## config.mk

```make
export PLATFORM = sky130hd
export DESIGN_NAME = pulse_width_counter
export DESIGN_NICKNAME = d
export VERILOG_FILES = /design/src/rtl/pulse_width_counter.sv
export SDC_FILE = /design/constraint.sdc
export NUM_CORES = 1
export LEC_CHECK = 0
export CAP_MARGIN = 20
export CORE_MARGIN = 5
export CORE_UTILIZATION = 54
export CTS_CLUSTER_DIAMETER = 40
export DETAILED_ROUTE_END_ITERATION = 16
export PLACE_DENSITY = 0.83
export SLEW_MARGIN = 20
export SYNTH_ARGS = -nofsm -noshare
export SYNTH_HDL_FRONTEND = slang
export SYNTH_SLANG_ARGS = --single-unit
export TNS_END_PERCENT = 1
```

## constraint.sdc

```tcl
create_clock -name clk -period 2.5 [get_ports clk]
set_input_delay 0.5 -clock clk [delete_from_list [all_inputs] [get_ports clk]]
set_output_delay 0.5 -clock clk [all_outputs]
set_load 0.05 [all_outputs]
```

## src/rtl/pulse_width_counter.sv

```systemverilog
// pulse_width_counter
// Measures how many clock cycles pulse_in stays high, then converts that
// cycle count into whole milliseconds with a restoring shift-subtract
// divider (one quotient bit per cycle). A one-cycle done_tick marks a fresh
// result. read_time copies the current millisecond result into a history
// register that the host can poll at its leisure.

module pulse_width_counter #(
  parameter int CLKS_PER_MS = 50_000,  // divisor, must be >= 1
  parameter int COUNT_W     = 20,      // width of the cycle counter
  parameter int TIME_W      = 32       // width of the millisecond results
) (
  input  logic               clk,
  input  logic               rst,           // asynchronous, active low
  input  logic               pulse_in,
  input  logic               read_time,
  output logic               ready,
  output logic               done_tick,
  output logic [COUNT_W-1:0] count,
  output logic [TIME_W-1:0]  time_ms,
  output logic [TIME_W-1:0]  last_time_ms
);

  // Remainder must hold any value below the divisor plus one shifted-in bit.
  localparam int DIVISOR_W = $clog2(CLKS_PER_MS + 1);
  localparam int REM_W     = ((COUNT_W > DIVISOR_W) ? COUNT_W : DIVISOR_W) + 1;
  localparam int BITCNT_W  = $clog2(COUNT_W + 1);

  localparam logic [REM_W-1:0]    DIVISOR   = REM_W'(CLKS_PER_MS);
  localparam logic [COUNT_W-1:0]  COUNT_MAX = {COUNT_W{1'b1}};
  localparam logic [BITCNT_W-1:0] LAST_BIT  = BITCNT_W'(COUNT_W - 1);

  typedef enum logic [1:0] {
    ST_IDLE   = 2'd0,
    ST_COUNT  = 2'd1,
    ST_DIVIDE = 2'd2,
    ST_DONE   = 2'd3
  } state_t;

  state_t              state_r;
  logic                pulse_prev_r;
  logic [COUNT_W-1:0]  count_r;
  logic [TIME_W-1:0]   time_r;
  logic [TIME_W-1:0]   last_time_r;

  // Divider working registers: quo_r starts as the dividend and has the
  // quotient bits shifted in from the right as the dividend bits leave at
  // the left, so after COUNT_W steps it holds the full quotient.
  logic [REM_W-1:0]    rem_r;
  logic [COUNT_W-1:0]  quo_r;
  logic [BITCNT_W-1:0] bit_cnt_r;

  logic [REM_W-1:0]    rem_shift_s;
  logic [REM_W-1:0]    rem_diff_s;
  logic                rem_fits_s;
  logic [COUNT_W-1:0]  quo_next_s;
  logic                ready_s;
  logic                done_s;

  // One restoring-division step: shift in the next dividend bit and
  // subtract the divisor when it fits.
  always_comb begin
    rem_shift_s = {rem_r[REM_W-2:0], quo_r[COUNT_W-1]};
    rem_diff_s  = rem_shift_s - DIVISOR;
    rem_fits_s  = (rem_shift_s >= DIVISOR);
    quo_next_s  = {quo_r[COUNT_W-2:0], rem_fits_s};
  end

  // Status strobes decoded directly from the state register.
  always_comb begin
    ready_s = 1'b0;
    done_s  = 1'b0;
    if (state_r == ST_IDLE) begin
      ready_s = 1'b1;
    end else if (state_r == ST_DONE) begin
      done_s = 1'b1;
    end else begin
      ready_s = 1'b0;
      done_s  = 1'b0;
    end
  end

  // Previous-cycle copy of pulse_in for rising-edge detection in IDLE.
  always_ff @(posedge clk or negedge rst) begin
    if (!rst) begin
      pulse_prev_r <= 1'b0;
    end else begin
      pulse_prev_r <= pulse_in;
    end
  end

  // History register: copies the current result whenever read_time is high.
  always_ff @(posedge clk or negedge rst) begin
    if (!rst) begin
      last_time_r <= {TIME_W{1'b0}};
    end else if (read_time) begin
      last_time_r <= time_r;
    end else begin
      last_time_r <= last_time_r;
    end
  end

  // Measurement FSM: wait for a rising edge, count high cycles, divide, flag.
  always_ff @(posedge clk or negedge rst) begin
    if (!rst) begin
      state_r   <= ST_IDLE;
      count_r   <= {COUNT_W{1'b0}};
      time_r    <= {TIME_W{1'b0}};
      rem_r     <= {REM_W{1'b0}};
      quo_r     <= {COUNT_W{1'b0}};
      bit_cnt_r <= {BITCNT_W{1'b0}};
    end else begin
      case (state_r)
        ST_IDLE: begin
          // A pulse that is already high on entry has no visible rising
          // edge, so it is deliberately not measured.
          if (pulse_in && !pulse_prev_r) begin
            count_r <= COUNT_W'(1);
            state_r <= ST_COUNT;
          end else begin
            state_r <= ST_IDLE;
          end
        end

        ST_COUNT: begin
          if (pulse_in) begin
            // Saturate rather than wrap so very long pulses read as maximum.
            if (count_r != COUNT_MAX) begin
              count_r <= count_r + COUNT_W'(1);
            end else begin
              count_r <= count_r;
            end
          end else begin
            quo_r     <= count_r;
            rem_r     <= {REM_W{1'b0}};
            bit_cnt_r <= LAST_BIT;
            state_r   <= ST_DIVIDE;
          end
        end

        ST_DIVIDE: begin
          rem_r <= rem_fits_s ? rem_diff_s : rem_shift_s;
          quo_r <= quo_next_s;
          if (bit_cnt_r == {BITCNT_W{1'b0}}) begin
            time_r  <= TIME_W'(quo_next_s);
            state_r <= ST_DONE;
          end else begin
            bit_cnt_r <= bit_cnt_r - BITCNT_W'(1);
          end
        end

        ST_DONE: begin
          state_r <= ST_IDLE;
        end

        default: begin
          state_r <= ST_IDLE;
        end
      endcase
    end
  end

  assign ready        = ready_s;
  assign done_tick    = done_s;
  assign count        = count_r;
  assign time_ms      = time_r;
  assign last_time_ms = last_time_r;

endmodule

```

== Yosys cells after proc, flatten, opt, wreduce, memory -nomap -nowiden ==
Index checks and enable logic that the tools add are counted.

* Bits in registers: 108

* Equal/unequal tests: 10
* Add/sub/neg operators: 3
* Magnitude comparators: 1
* Mux-type cells: 19
* Reductions and logical operators: 11

{| class="wikitable"
|+ Operators with widths
! operator !! count
|-
| $mux 20 || 6
|-
| $pmux 20 s2 || 3
|-
| $ge 21x16->1 const B || 1
|-
| $add 20x1->20 const B || 1
|-
| $ne 20x20->1 const B || 1
|-
| $sub 20x16->20 const B || 1
|-
| $mux 5 || 2
|-
| $ne 2x2->1 const B || 5
|-
| $pmux 5 s2 || 1
|-
| $pmux 2 s4 || 1
|-
| $reduce_and 2->1 || 3
|-
| $logic_not 5->1 || 1
|-
| $sub 5x1->5 const B || 1
|-
| $eq 2x2->1 const B || 2
|-
| $mux 1 || 4
|-
| $mux 2 || 2
|-
| $reduce_and 4->1 || 1
|-
| $reduce_bool 2->1 || 2
|-
| $reduce_and 3->1 || 1
|-
| $eq 2x1->1 const B || 1
|-
| $logic_not 2->1 || 1
|-
| $ne 2x1->1 const B || 1
|-
| $logic_and 1x1->1 || 1
|-
| $logic_not 1->1 || 1
|}

== Longest topological paths before layout ==
* Depth in word-level cells: 4
* Gate-level depth with buffers: 8

== Worst setup path after synthesis ==
Ideal clock, no wire load.

* Path kind: register to register
* Start point: reg state_r[0]
* End point: reg count_r[13] (netlist: count[13])
* Arrival time: 2384 ps
* Slack: 38 ps
* Cell stages (with the launch flop): 8
* Setup time: 78 ps
* Clock period less this slack: 2462 ps
* Cell sequence: dfrtp_1 > inv_1 > ha_1 > nor2b_1 > o21ai_0 > a2111o_1 > or4_1 > a21oi_1

* Longest elaborated chain between the ends: 3
* Elaborated cells on any way between the ends: 8
* Classes of those cells: 4 x eq/ne; 1 x mux; 3 x reduce/logical

{| class="wikitable"
|+ RTL lines
! item !! RTL line !! source
|-
| from (decl) || 40 || <nowiki>state_t state_r;</nowiki>
|-
| from (signal assigned) || 106 || <nowiki>state_r <= ST_IDLE;</nowiki>
|-
| from (signal assigned) || 119 || <nowiki>state_r <= ST_COUNT;</nowiki>
|-
| from (signal assigned) || 121 || <nowiki>state_r <= ST_IDLE;</nowiki>
|-
| $eq 2x1->1 / $logic_not 2->1 (equally long branches) || 113 || <nowiki>case (state_r)</nowiki>
|-
| $ne 2x2->1 (no source line), or another cell as far along || - ||
|-
| $reduce_and 4->1 (no source line) || - ||
|-
| to (signal assigned) || 107 || <nowiki>count_r <= {COUNT_W{1'b0}};</nowiki>
|-
| to (signal assigned) || 129 || <nowiki>count_r <= count_r + COUNT_W'(1);</nowiki>
|-
| to (signal assigned) || 131 || <nowiki>count_r <= count_r;</nowiki>
|-
| to (decl) || 42 || <nowiki>logic [COUNT_W-1:0] count_r;</nowiki>
|}

Parallel ways exist; a longest one is shown, timed or not.
A chain may end at the register's enable or synchronous reset.

== Final worst setup path ==
* Start point: reg state_r[1]
* End point: reg count_r[13] (netlist: count[13])

Same word-level chain as after synthesis.

==> results.txt <==
----------------------------------------------------
[CTS]
  Number of CTS-inserted buffers ... 9
  Clock transition at the register clock pins on the worst setup and hold paths after CTS ... 110 ps
  Post-CTS repair timing setup buffer count ... 0
  Cell chosen for the clock root ... sky130_fd_sc_hd__clkbuf_8
  Clock insertion delay at the later pin of the skew report ... roughly 380 ps
  CTS tree ... built
  Hold-fix buffers at CTS ... 0
  Maximum buffer depth of the clock tree ... 2
  CTS sink cnt ... 108
  CTS H-Tree Depth ... 3

[GRT]
  Grt total ovfl ... 0
  Number of antenna violations at the first check in global routing ... 0
  Aggregate global-route resource usage ... about a fifth
  Largest net degree at the start of global routing ... between 50 and 60
  Global-route wire length before repair ... 19950 um
  Vias in the first global route ... about 4000

[Synth]
  Synthesized netlist cell count ... between 500 and 600
  Cells taking the most area after synthesis ... sky130_fd_sc_hd__dfrtp_1, sky130_fd_sc_hd__mux2_2, sky130_fd_sc_hd__mux2i_1
  Syn_area_per_cell ... ~11 um2
  Seq cells post-synth ... between 100 and 150
  Post-synth top area share ... 49.67%
  Sequential fraction of the synthesis area ... 49.67%
  Ys flop type ... sky130_fd_sc_hd__dfrtp_1
  Post-synthesis instance area ... 5441 um2
  Count of unique library cells instantiated by Yosys ... 61
  Number of enable flip-flop cells after synthesis ... 0
  Synth warnings ... 0
  Share of async-settable or async-resettable flops after synthesis ... 100.0%
  Synth area leader ... sky130_fd_sc_hd__dfrtp_1

[Timing]
  Highest attainable clock frequency ... 428.8 MHz
  Count of pins over their slew limit ... 0
  Final worst-path cycle share ... 93.28%
  Final worst slack ... 168.0 ps
  Post-route clock skew ... 11.94 ps
  Final critical-path required period ... 2332 ps
  Total setup violations reported at the end of the flow ... 0
  Total negative slack ... 0 ps
  Final Hold Violating Endpoints ... 0
  RSZ-0062 raised after global routing ... no
  Worst-margin pin slew ... 626.1 ps
  Worst slew margin ... 58.22%

[Drt]
  Drt first pass iters ... 4
  Antenna Nets Post-Route ... 0
  First-iteration detailed-routing DRC count ... 240
  Total number of vias ... 4144
  Post-DR vias/cell ... 5.853
  Number of remaining DRC errors ... 0
  Total detailed-routing wirelength ... 11970 um
  Average detailed-routed wire length per instance ... 16.90 um

[Floorplanning]
  Die ar. ... 12180 um2
  Die X-Extent ... 110.4 um
  Starting Density ... roughly 55%
  Die span in y ... approximately 110 um
  Core ar. ... 9819 um2
  Number of top-level pins ... 90
  Row Count ... 36

[Placed design]
  Post-DP HPWL ... 8665 um
  Port Buffer Count ... 65
  Gp weighted congestion ... just over 0.9
  Worst setup slack after placement ... 24.44 ps

[Setup path]
  Type of the setup path with the least slack ... reg2reg
  Crit Reg-Reg Endpoint ... count[13]
  Critical Path Source Type ... flip-flop
  Crit path capture type ... flip-flop
  Data required time at the worst endpoint ... about 2800 ps
  Top fanout value on the critical path ... 9
  Worst reg2reg path depth ... 7
  Arrival time reported for the critical path endpoint ... 2640 ps
  Crit Reg-Reg Startpoint ... state_r[1]
  Setup slack of the worst register-to-register path ... 170 ps

[Run]
  Max-capacitance violation count ... 0

[Pwr]
  Peak ir drop on the vdd network ... 0.7368 mV
  Total Power ... 4.479 mW
  Power per standard cell area ... 699.9 nW/um2
  Reported leakage power ... about 2.9 nW

[Layout]
  Fraction of final layout cells with drive strength greater than 1 ... ~14%
  Layout filler cell count ... 794
  Diode count ... 0
  Layout Utilization ... between 60% and 70%
  Area grow syn2layout ... 17.61%
  Final nets ... ~580

[Hold path]
  Kind of path behind the tightest hold check ... in2async

[Status]
  Run status ... complete, no violations

----------------------------------------------------
-- Yosys cell counts, drive strengths merged (4+ instances only) --
cell,count
a211oi,4
o31ai,4
a21oi,9
mux2,40
a32oi,4
and3,5
ha,10
xnor2,14
clkbuf,19
nand3,19
o211ai,4
nand2,49
nor4,8
dfrtp,108
nor3,5
or3,4
buf,31
a32o,4
o21ai,40
and4,4
inv,15
mux2i,22
nand4,7
or4,6
nor2,23
-- power by group --
group	total (mW)	internal, mW	switching (mW)
Combinational	1.43	0.449	0.977
Sequential	1.99	1.86	0.122
Clock	1.07	0.399	0.669
Total	4.48	2.71	1.77
-- timing repair --
item	CTS	global route
setup endpoints to repair	0	4
gates resized for setup	0	2
endpoints found under the hold margin	0	0
-- layout make-up --
cell class                 instances  area [um2]  share of cell area (%)
sequential                       108        2703                   42.23
multi-input combinational        357        2490                   38.91
timing repair buffer              79       780.7                   12.20
tap                              133       166.4                   2.600
clock buffer                       9       123.9                   1.935
clock inverter                     7       80.08                   1.251
inverter                          15       56.30                  0.8798
-- metal layers --
metal  wire length [um]  track usage, %  vias to the layer above
met2               5685           32.76                      171
met5                  0               0                        -
met4                155           6.332                        0
li1                   -               -                     1914
met3                773           2.854                       15
met1               5353           29.86                     2044
-- per-stage QoR --
step	instances	hold WS, ps	instance area, um2
final	708	12.42	6400
after global routing	708	3.374	6400
after CTS	708	8.472	6397
after detailed placement	692	421.9	6193
after global placement	692	419.1	6193
after floorplan	530	204.4	5528
-- flip-flops by register name, indices dropped and copies added (netlist names) --
name / cells
quo_r: 20
pulse_prev_r: 1
bit_cnt_r: 5
count: 20
state_r: 2
rem_r: 20
time_ms: 20
last_time_ms: 20
-- logic make-up after synthesis --
| kind of cell | share of synthesized area [%] |
|---|---|
| mux | 12.32 |
| fa+ha+maj | 2.299 |
| xor+xnor | 2.736 |
| buf+inv | 6.369 |
| compound gates | 12.58 |
| flops | 49.67 |
| simple gates | 13.96 |
| other cells | 0.06892 |
-- worst max-delay path: stages, from the launching register on --
cell and delay, ps:
sky130_fd_sc_hd__dfrtp_1 400, sky130_fd_sc_hd__inv_1 100, sky130_fd_sc_hd__ha_1 220, sky130_fd_sc_hd__and4_1 270
sky130_fd_sc_hd__and3_1 220, sky130_fd_sc_hd__a2111o_1 480, sky130_fd_sc_hd__or4_1 420, sky130_fd_sc_hd__a21oi_1 150
-- cells in the final DEF, fill, tap and decap left out, types with 9 or more instances in the layout --
cell type                         netlist  layout
sky130_fd_sc_hd__mux2i_1               22      22
sky130_fd_sc_hd__clkbuf_8               0       9
sky130_fd_sc_hd__mux2_2                40      40
sky130_fd_sc_hd__a21oi_1                9       9
sky130_fd_sc_hd__ha_1                  10      10
sky130_fd_sc_hd__clkdlybuf4s50_1        0      63
sky130_fd_sc_hd__buf_4                 24      13
sky130_fd_sc_hd__conb_1                 1      24
sky130_fd_sc_hd__nor2_1                23      23
sky130_fd_sc_hd__nand3_1               19      19
sky130_fd_sc_hd__o21ai_0               38      37
sky130_fd_sc_hd__nand2_1               49      49
sky130_fd_sc_hd__xnor2_1               14      14
sky130_fd_sc_hd__dfrtp_1              108     108
sky130_fd_sc_hd__inv_1                 15      15
-- worst max-delay path by stage --
stage                    start            to  slack, ps  cells after the start
CTS                 state_r[1]         ready         30                      3
global route        state_r[1]     count[13]          9                      7
floorplan           state_r[0]     count[13]         40                      7
detailed placement    pulse_in  bit_cnt_r[3]         20                      6
global placement      pulse_in     rem_r[19]        180                      5
finish              state_r[1]     count[13]        170                      7
Note: power is estimated with default switching activity, not from simulation.
